`config.mk`:
```
export PLATFORM = sky130hd
export DESIGN_NAME = hilo_unit
export DESIGN_NICKNAME = d
export VERILOG_FILES = /design/src/rtl/hilo_unit.sv
export SDC_FILE = /design/constraint.sdc
export NUM_CORES = 1
export LEC_CHECK = 0
export ABC_AREA = 1
export BUFFER_PORTS_ARGS = -buffer_cell sky130_fd_sc_hd__buf_4
export CAP_MARGIN = 15
export CORE_UTILIZATION = 48
export DETAILED_ROUTE_END_ITERATION = 8
export HOLD_SLACK_MARGIN = 0.06
export PLACE_DENSITY = 0.87
export SLEW_MARGIN = 20
export SYNTH_ARGS = -nofsm -noshare
export SYNTH_HDL_FRONTEND = slang
export SYNTH_SLANG_ARGS = --single-unit
```
`constraint.sdc`:
```
create_clock -name clk -period 3.2 [get_ports clk]
set_input_delay 0.16 -clock clk [delete_from_list [all_inputs] [get_ports clk]]
set_output_delay 0.16 -clock clk [all_outputs]
set_load 0.005 [all_outputs]
```
`src/rtl/hilo_unit.sv`:
```
// hilo_unit: launches a multiply/divide on the iterative units and commits the
// 64-bit result into the architectural HI/LO registers. Define HILO_MOVETO_EN
// to let mthi/mtlo (wr_hi/wr_lo) load HI/LO directly while idle.
module hilo_unit #(
  parameter int WIDTH = 32
) (
  input  logic             clk,
  input  logic             reset,
  input  logic             op_mult,
  input  logic             op_div,
  input  logic             rd_hilo,
  input  logic             wr_hi,
  input  logic             wr_lo,
  input  logic [WIDTH-1:0] wdata,
  input  logic [WIDTH-1:0] mult_hi,
  input  logic [WIDTH-1:0] mult_lo,
  input  logic             mult_end,
  input  logic [WIDTH-1:0] div_hi,
  input  logic [WIDTH-1:0] div_lo,
  input  logic             div_end,
  input  logic             div_zero,
  output logic             mult_init,
  output logic             div_init,
  output logic [WIDTH-1:0] hi,
  output logic [WIDTH-1:0] lo,
  output logic             busy,
  output logic             stall,
  output logic             div0_exc,
  output logic             op_err
);

  typedef enum logic [2:0] {
    IDLE,
    MULT_START,
    MULT_WAIT,
    DIV_START,
    DIV_WAIT
  } state_t;

  state_t state;
  state_t state_nxt;

  logic request;
  logic mult_commit;
  logic div_commit;
  logic div_fault;
  logic wr_hi_en;
  logic wr_lo_en;

  assign request = op_mult | op_div;

  // NOTE: sequential state uses non-blocking assignments so every register
  // samples the pre-edge values, independent of block ordering.
  always_ff @(posedge clk or posedge reset) begin
    if (reset) state <= IDLE;
    else       state <= state_nxt;
  end

  // Done flags are deliberately not looked at in the START states: the
  // previous operation's done may still be high there.
  always_comb begin
    // NOTE: default assignment first, so no path through the case leaves
    // state_nxt unassigned and no latch is inferred.
    state_nxt = state;
    unique case (state)
      IDLE: begin
        if (op_mult)     state_nxt = MULT_START;
        else if (op_div) state_nxt = DIV_START;
      end
      MULT_START: state_nxt = MULT_WAIT;
      MULT_WAIT:  if (mult_end) state_nxt = IDLE;
      DIV_START:  state_nxt = DIV_WAIT;
      DIV_WAIT:   if (div_end) state_nxt = IDLE;
      default:    state_nxt = IDLE;
    endcase
  end

  always_comb begin
    mult_init   = 1'b0;
    div_init    = 1'b0;
    mult_commit = 1'b0;
    div_commit  = 1'b0;
    div_fault   = 1'b0;
    case (state)
      MULT_START: mult_init   = 1'b1;
      MULT_WAIT:  mult_commit = mult_end;
      DIV_START:  div_init    = 1'b1;
      DIV_WAIT: begin
        div_commit = div_end & ~div_zero;
        div_fault  = div_end &  div_zero;
      end
      default: ;
    endcase
  end

  assign busy  = (state != IDLE);
  assign stall = busy & (rd_hilo | op_mult | op_div | wr_hi | wr_lo);

`ifdef HILO_MOVETO_EN
  assign wr_hi_en = ~busy & wr_hi;
  assign wr_lo_en = ~busy & wr_lo;
`else
  // Move-to path absent: the strobes only feed stall, wdata goes nowhere.
  assign wr_hi_en = 1'b0;
  assign wr_lo_en = 1'b0;
  logic unused_wdata;
  assign unused_wdata = ^wdata;
`endif

  // Commits only occur in WAIT states and moves only in IDLE, so the
  // branches below never compete for the same edge.
  always_ff @(posedge clk or posedge reset) begin
    if (reset) begin
      hi <= '0;
      lo <= '0;
    end else if (mult_commit) begin
      hi <= mult_hi;
      lo <= mult_lo;
    end else if (div_commit) begin
      hi <= div_hi;
      lo <= div_lo;
    end else begin
      if (wr_hi_en) hi <= wdata;
      if (wr_lo_en) lo <= wdata;
    end
  end

  always_ff @(posedge clk or posedge reset) begin
    if (reset) begin
      div0_exc <= 1'b0;
      op_err   <= 1'b0;
    end else begin
      div0_exc <= div_fault;
      op_err   <= busy & request;
    end
  end

endmodule

```
==> reports/summary.log <==
INFO  outcome        outcome=completed
INFO  timing         timing.final.setup_violations=0
INFO  global_routing global_route_wire_length_before_repair=18100um
INFO  timing         worst_slew_margin_rel=0.444
INFO  clocking       cts.sinks=69
INFO  global_routing grt-ovfl-total=0
INFO  yosys          yosys.area.top_type=sky130_fd_sc_hd__dfrtp_1
INFO  floorplan      die-height=94.6um
INFO  global_routing antenna_found_initial=0
INFO  timing         totalNegativeSetupSlack=0ns
INFO  timing         final_number_of_hold_violating_endpoints=0
INFO  timing         clock_skew=0.00849ns
INFO  floorplan      boundaryPins=240
INFO  clocking       cts_buffer_depth=2
INFO  final_layout   syn_to_final_growth=42.9%
INFO  power_and_ir_drop leakage=3.62nW
INFO  clocking       latest_clock_arrival_within_the_worst_skew_pair=0.34ns
INFO  yosys          synth.mux.area_fraction=0
INFO  route          remaining_drc_errors=0
INFO  route          drt_pass1_iterations=4
INFO  clocking       cts_post_setup_buffers_inserted=0
INFO  timing         setup_repair_after_global_routing_missed_its_margin=false
INFO  critical_path  crit_slowest_cell=sky130_fd_sc_hd__buf_4
INFO  global_routing grt_pass1_vias=4146
INFO  final_layout   finish.net_count=949
INFO  worst_hold_path min_path_type=input pin to register
INFO  timing         final.min_clock_period=2.03ns
INFO  critical_path  worst_path_dominant_cell_family=buffers and inverters
INFO  route          drt_antenna_net_count=0
INFO  timing         final_max_slew_violation_count=0
INFO  yosys          synth_area_leaders=sky130_fd_sc_hd__dfrtp_1 42%, sky130_fd_sc_hd__nand3_1 16%, sky130_fd_sc_hd__inv_1 12%
INFO  global_routing grt_start_max_net_pins=67
INFO  yosys          synth_top_family_by_area=simple AND/OR/NAND/NOR gates
INFO  critical_path  critPathKind=register to primary output
INFO  clocking       tritoncts_clock_tree=built
INFO  critical_path  critical_path.n_buffers_inverters=3
INFO  global_routing global_route.usage.total=0.258
INFO  route          met2_wirelength=5910um
INFO  route          detail_route.iter0.violations=175
INFO  timing         tightestPinTransition=0.834ns
INFO  yosys          synth.distinct_cells=17
INFO  final_layout   antenna_cells=0
INFO  critical_path  critical_path_required=3.04ns
INFO  critical_path  worst_setup_path_end_kind=primary output
INFO  floorplan      die_width=94.6um
INFO  yosys          synthesized_area_divided_by_synthesized_cell_count=6.87um2
INFO  power_and_ir_drop total_power=0.00443W
INFO  route          dr.max_layer_used=met4
INFO  placed_design  portBuffers=207
INFO  critical_path  crit_arrival=1.87ns
INFO  timing         final_clock_period_utilization_by_the_worst_path=0.634
INFO  floorplan      starting_density=0.499
INFO  critical_path  worst-path-max-fanout=66
INFO  yosys          synth-xor-area-share=0
INFO  yosys          synth_compound_area_frac=0.00122
INFO  power_and_ir_drop ir_worst_vdd=0.408mV
INFO  route          drt-wirelength-per-cell=12.8um
INFO  yosys          yosys.area_share.simple=0.400
INFO  critical_path  worstPathCellList=nor2_4, buf_4, nand2_1, inv_1, buf_4
INFO  clocking       cts_inserted_buffers=9
INFO  yosys          synth_seq_cells=69
INFO  route          detail_route.vias_per_cell=5.11
INFO  critical_path  peak_per_stage_delay_on_the_critical_path=0.56ns
INFO  power_and_ir_drop powerDensity=752nW/um2
INFO  yosys          synth.yosys.seq_area_share=0.419
INFO  yosys          postSynthCellCount=599
INFO  job            drv.max_cap_violation_count=0
INFO  route          met3_routed_length=851um
INFO  critical_path  timing.critical_path.mode_cell=sky130_fd_sc_hd__buf_4
INFO  critical_path  worstSetupStartpointType=register
INFO  floorplan      core.rowCount=33
INFO  placed_design  dpl.hpwl=7790um
INFO  route          total_routed_wire_length_on_the_met1_layer=4470um
INFO  floorplan      core_area=8260um2
INFO  yosys          synth-adder-area-share=0
INFO  clocking       clkSlewWorstSetupHoldPaths=0.07ns
INFO  clocking       htree_levels=3
INFO  final_layout   proportion_of_layout_cells_with_a_drive_suffix_above_1=0.305
INFO  clocking       clock_tree.root_cell=sky130_fd_sc_hd__clkbuf_8
INFO  floorplan      fp.dieArea=8950um2
INFO  yosys          synth_area=4120um2
INFO  route          route.final.wire_length=11400um
INFO  timing         clock.fmax=493MHz
INFO  route          routed-via-count=4545
INFO  yosys          number_of_synthesis_warnings=0
INFO  placed_design  gp_routability_congestion=0.863
INFO  yosys          yosysTopAreaCellShare=0.419
INFO  yosys          mappedNetlistNets=769
[where the power goes]
part | total, W | leakage, nW | switching [W] | internal (W)
combinational | 0.00216 | 2.64 | 0.00116 | 0.00101
clock | 0.000732 | 0.112 | 0.000312 | 0.000420
sequential | 0.00153 | 0.863 | 0.000250 | 0.00128
total | 0.00443 | 3.62 | 0.00172 | 0.00271
[layout make-up]
type / count / area (um2)
multi-input combinational: 345 / 1660
clock buffer: 12 / 165
sequential: 69 / 1730
fill: 648 / 2370
inverter: 137 / 515
timing repair buffer: 217 / 1640
tap: 105 / 131
clock inverter: 4 / 45.0
[cells in the mapped netlist, drive strengths merged]
library cell	number
nor2	6
dfrtp	69
buf	39
nor3	2
nand3	135
a21oi	1
inv	137
nand2	135
nand4	66
clkbuf	9
[logic make-up after synthesis]
family / count (synthesis)
AND/OR/NAND/NOR: 344
AO/OA/AOI/OAI: 1
flip-flops: 69
buffers and inverters: 185
[sequential cells by signal, summed over array words and instances (netlist names)]
signal and cells:
hi 32, lo 32, state 3, div0_exc 1, op_err 1
[through the flow]
stage,cell area (um2),hold WS [ns],util,cells,setup slack (ns)
after detailed placement,5660,0.434,0.686,872,1.38
after global routing,5890,0.0967,0.713,889,1.04
after CTS,5870,0.0805,0.711,888,1.17
final,5890,0.0946,0.713,889,1.17
after floorplan,4120,0.287,-,599,1.30
after global placement,5660,0.418,0.686,872,1.42
[worst paths after layout]
| kind | slack [ns] | to | startpoint | depth (start not counted) |
|---|---|---|---|---|
| min | 0.09 | op_err$_DFF_PP0_ | op_div | 3 |
| min reg2reg | 0.51 | lo[26]$_DFFE_PP0P_ | lo[26]$_DFFE_PP0P_ | 2 |
| max reg2reg | 1.37 | lo[20]$_DFFE_PP0P_ | state[0]$_DFFE_PP0P_ | 6 |
| min in group asynchronous | 0.53 | hi[13]$_DFFE_PP0P_ | reset | 3 |
| max in group asynchronous | 2.00 | lo[0]$_DFFE_PP0P_ | reset | 4 |
| max | 1.17 | div_init | state[2]$_DFFE_PP0P_ | 5 |
[placed cells by master (no fill, tap or decap)]
master / n
sky130_fd_sc_hd__nand3_1: 134
sky130_fd_sc_hd__a21oi_1: 1
sky130_fd_sc_hd__nor2_4: 1
sky130_fd_sc_hd__inv_1: 134
sky130_fd_sc_hd__inv_2: 2
sky130_fd_sc_hd__buf_12: 1
sky130_fd_sc_hd__bufinv_16: 1
sky130_fd_sc_hd__nand4_1: 66
sky130_fd_sc_hd__buf_4: 215
sky130_fd_sc_hd__clkbuf_8: 12
sky130_fd_sc_hd__nor2_2: 1
sky130_fd_sc_hd__nand3_4: 1
sky130_fd_sc_hd__nor3_1: 2
sky130_fd_sc_hd__dfrtp_1: 69
sky130_fd_sc_hd__nor2_1: 4
sky130_fd_sc_hd__dlygate4sd3_1: 1
sky130_fd_sc_hd__nand2_2: 1
sky130_fd_sc_hd__clkinv_2: 4
sky130_fd_sc_hd__nand2_1: 134
[what timing repair did]
item / in CTS / in global routing
endpoints found under the hold margin: 0 / 47
hold buffers: 0 / 1
gates resized for setup: 0 / 0
[routing by layer]
| metal | vias up | track usage |
|---|---|---|
| li1 | 2255 | - |
| met1 | 2087 | 0.287 |
| met2 | 186 | 0.476 |
| met3 | 17 | 0.0556 |
| met4 | 0 | 0.0997 |
| met5 | - | 0 |
[worst min-delay path: stages]
cell and delay (ns):
sky130_fd_sc_hd__buf_4 0.08, sky130_fd_sc_hd__nor2_1 0.05, sky130_fd_sc_hd__nor2_1 0.10
No activity file was read; power rests on OpenSTA's default activity.
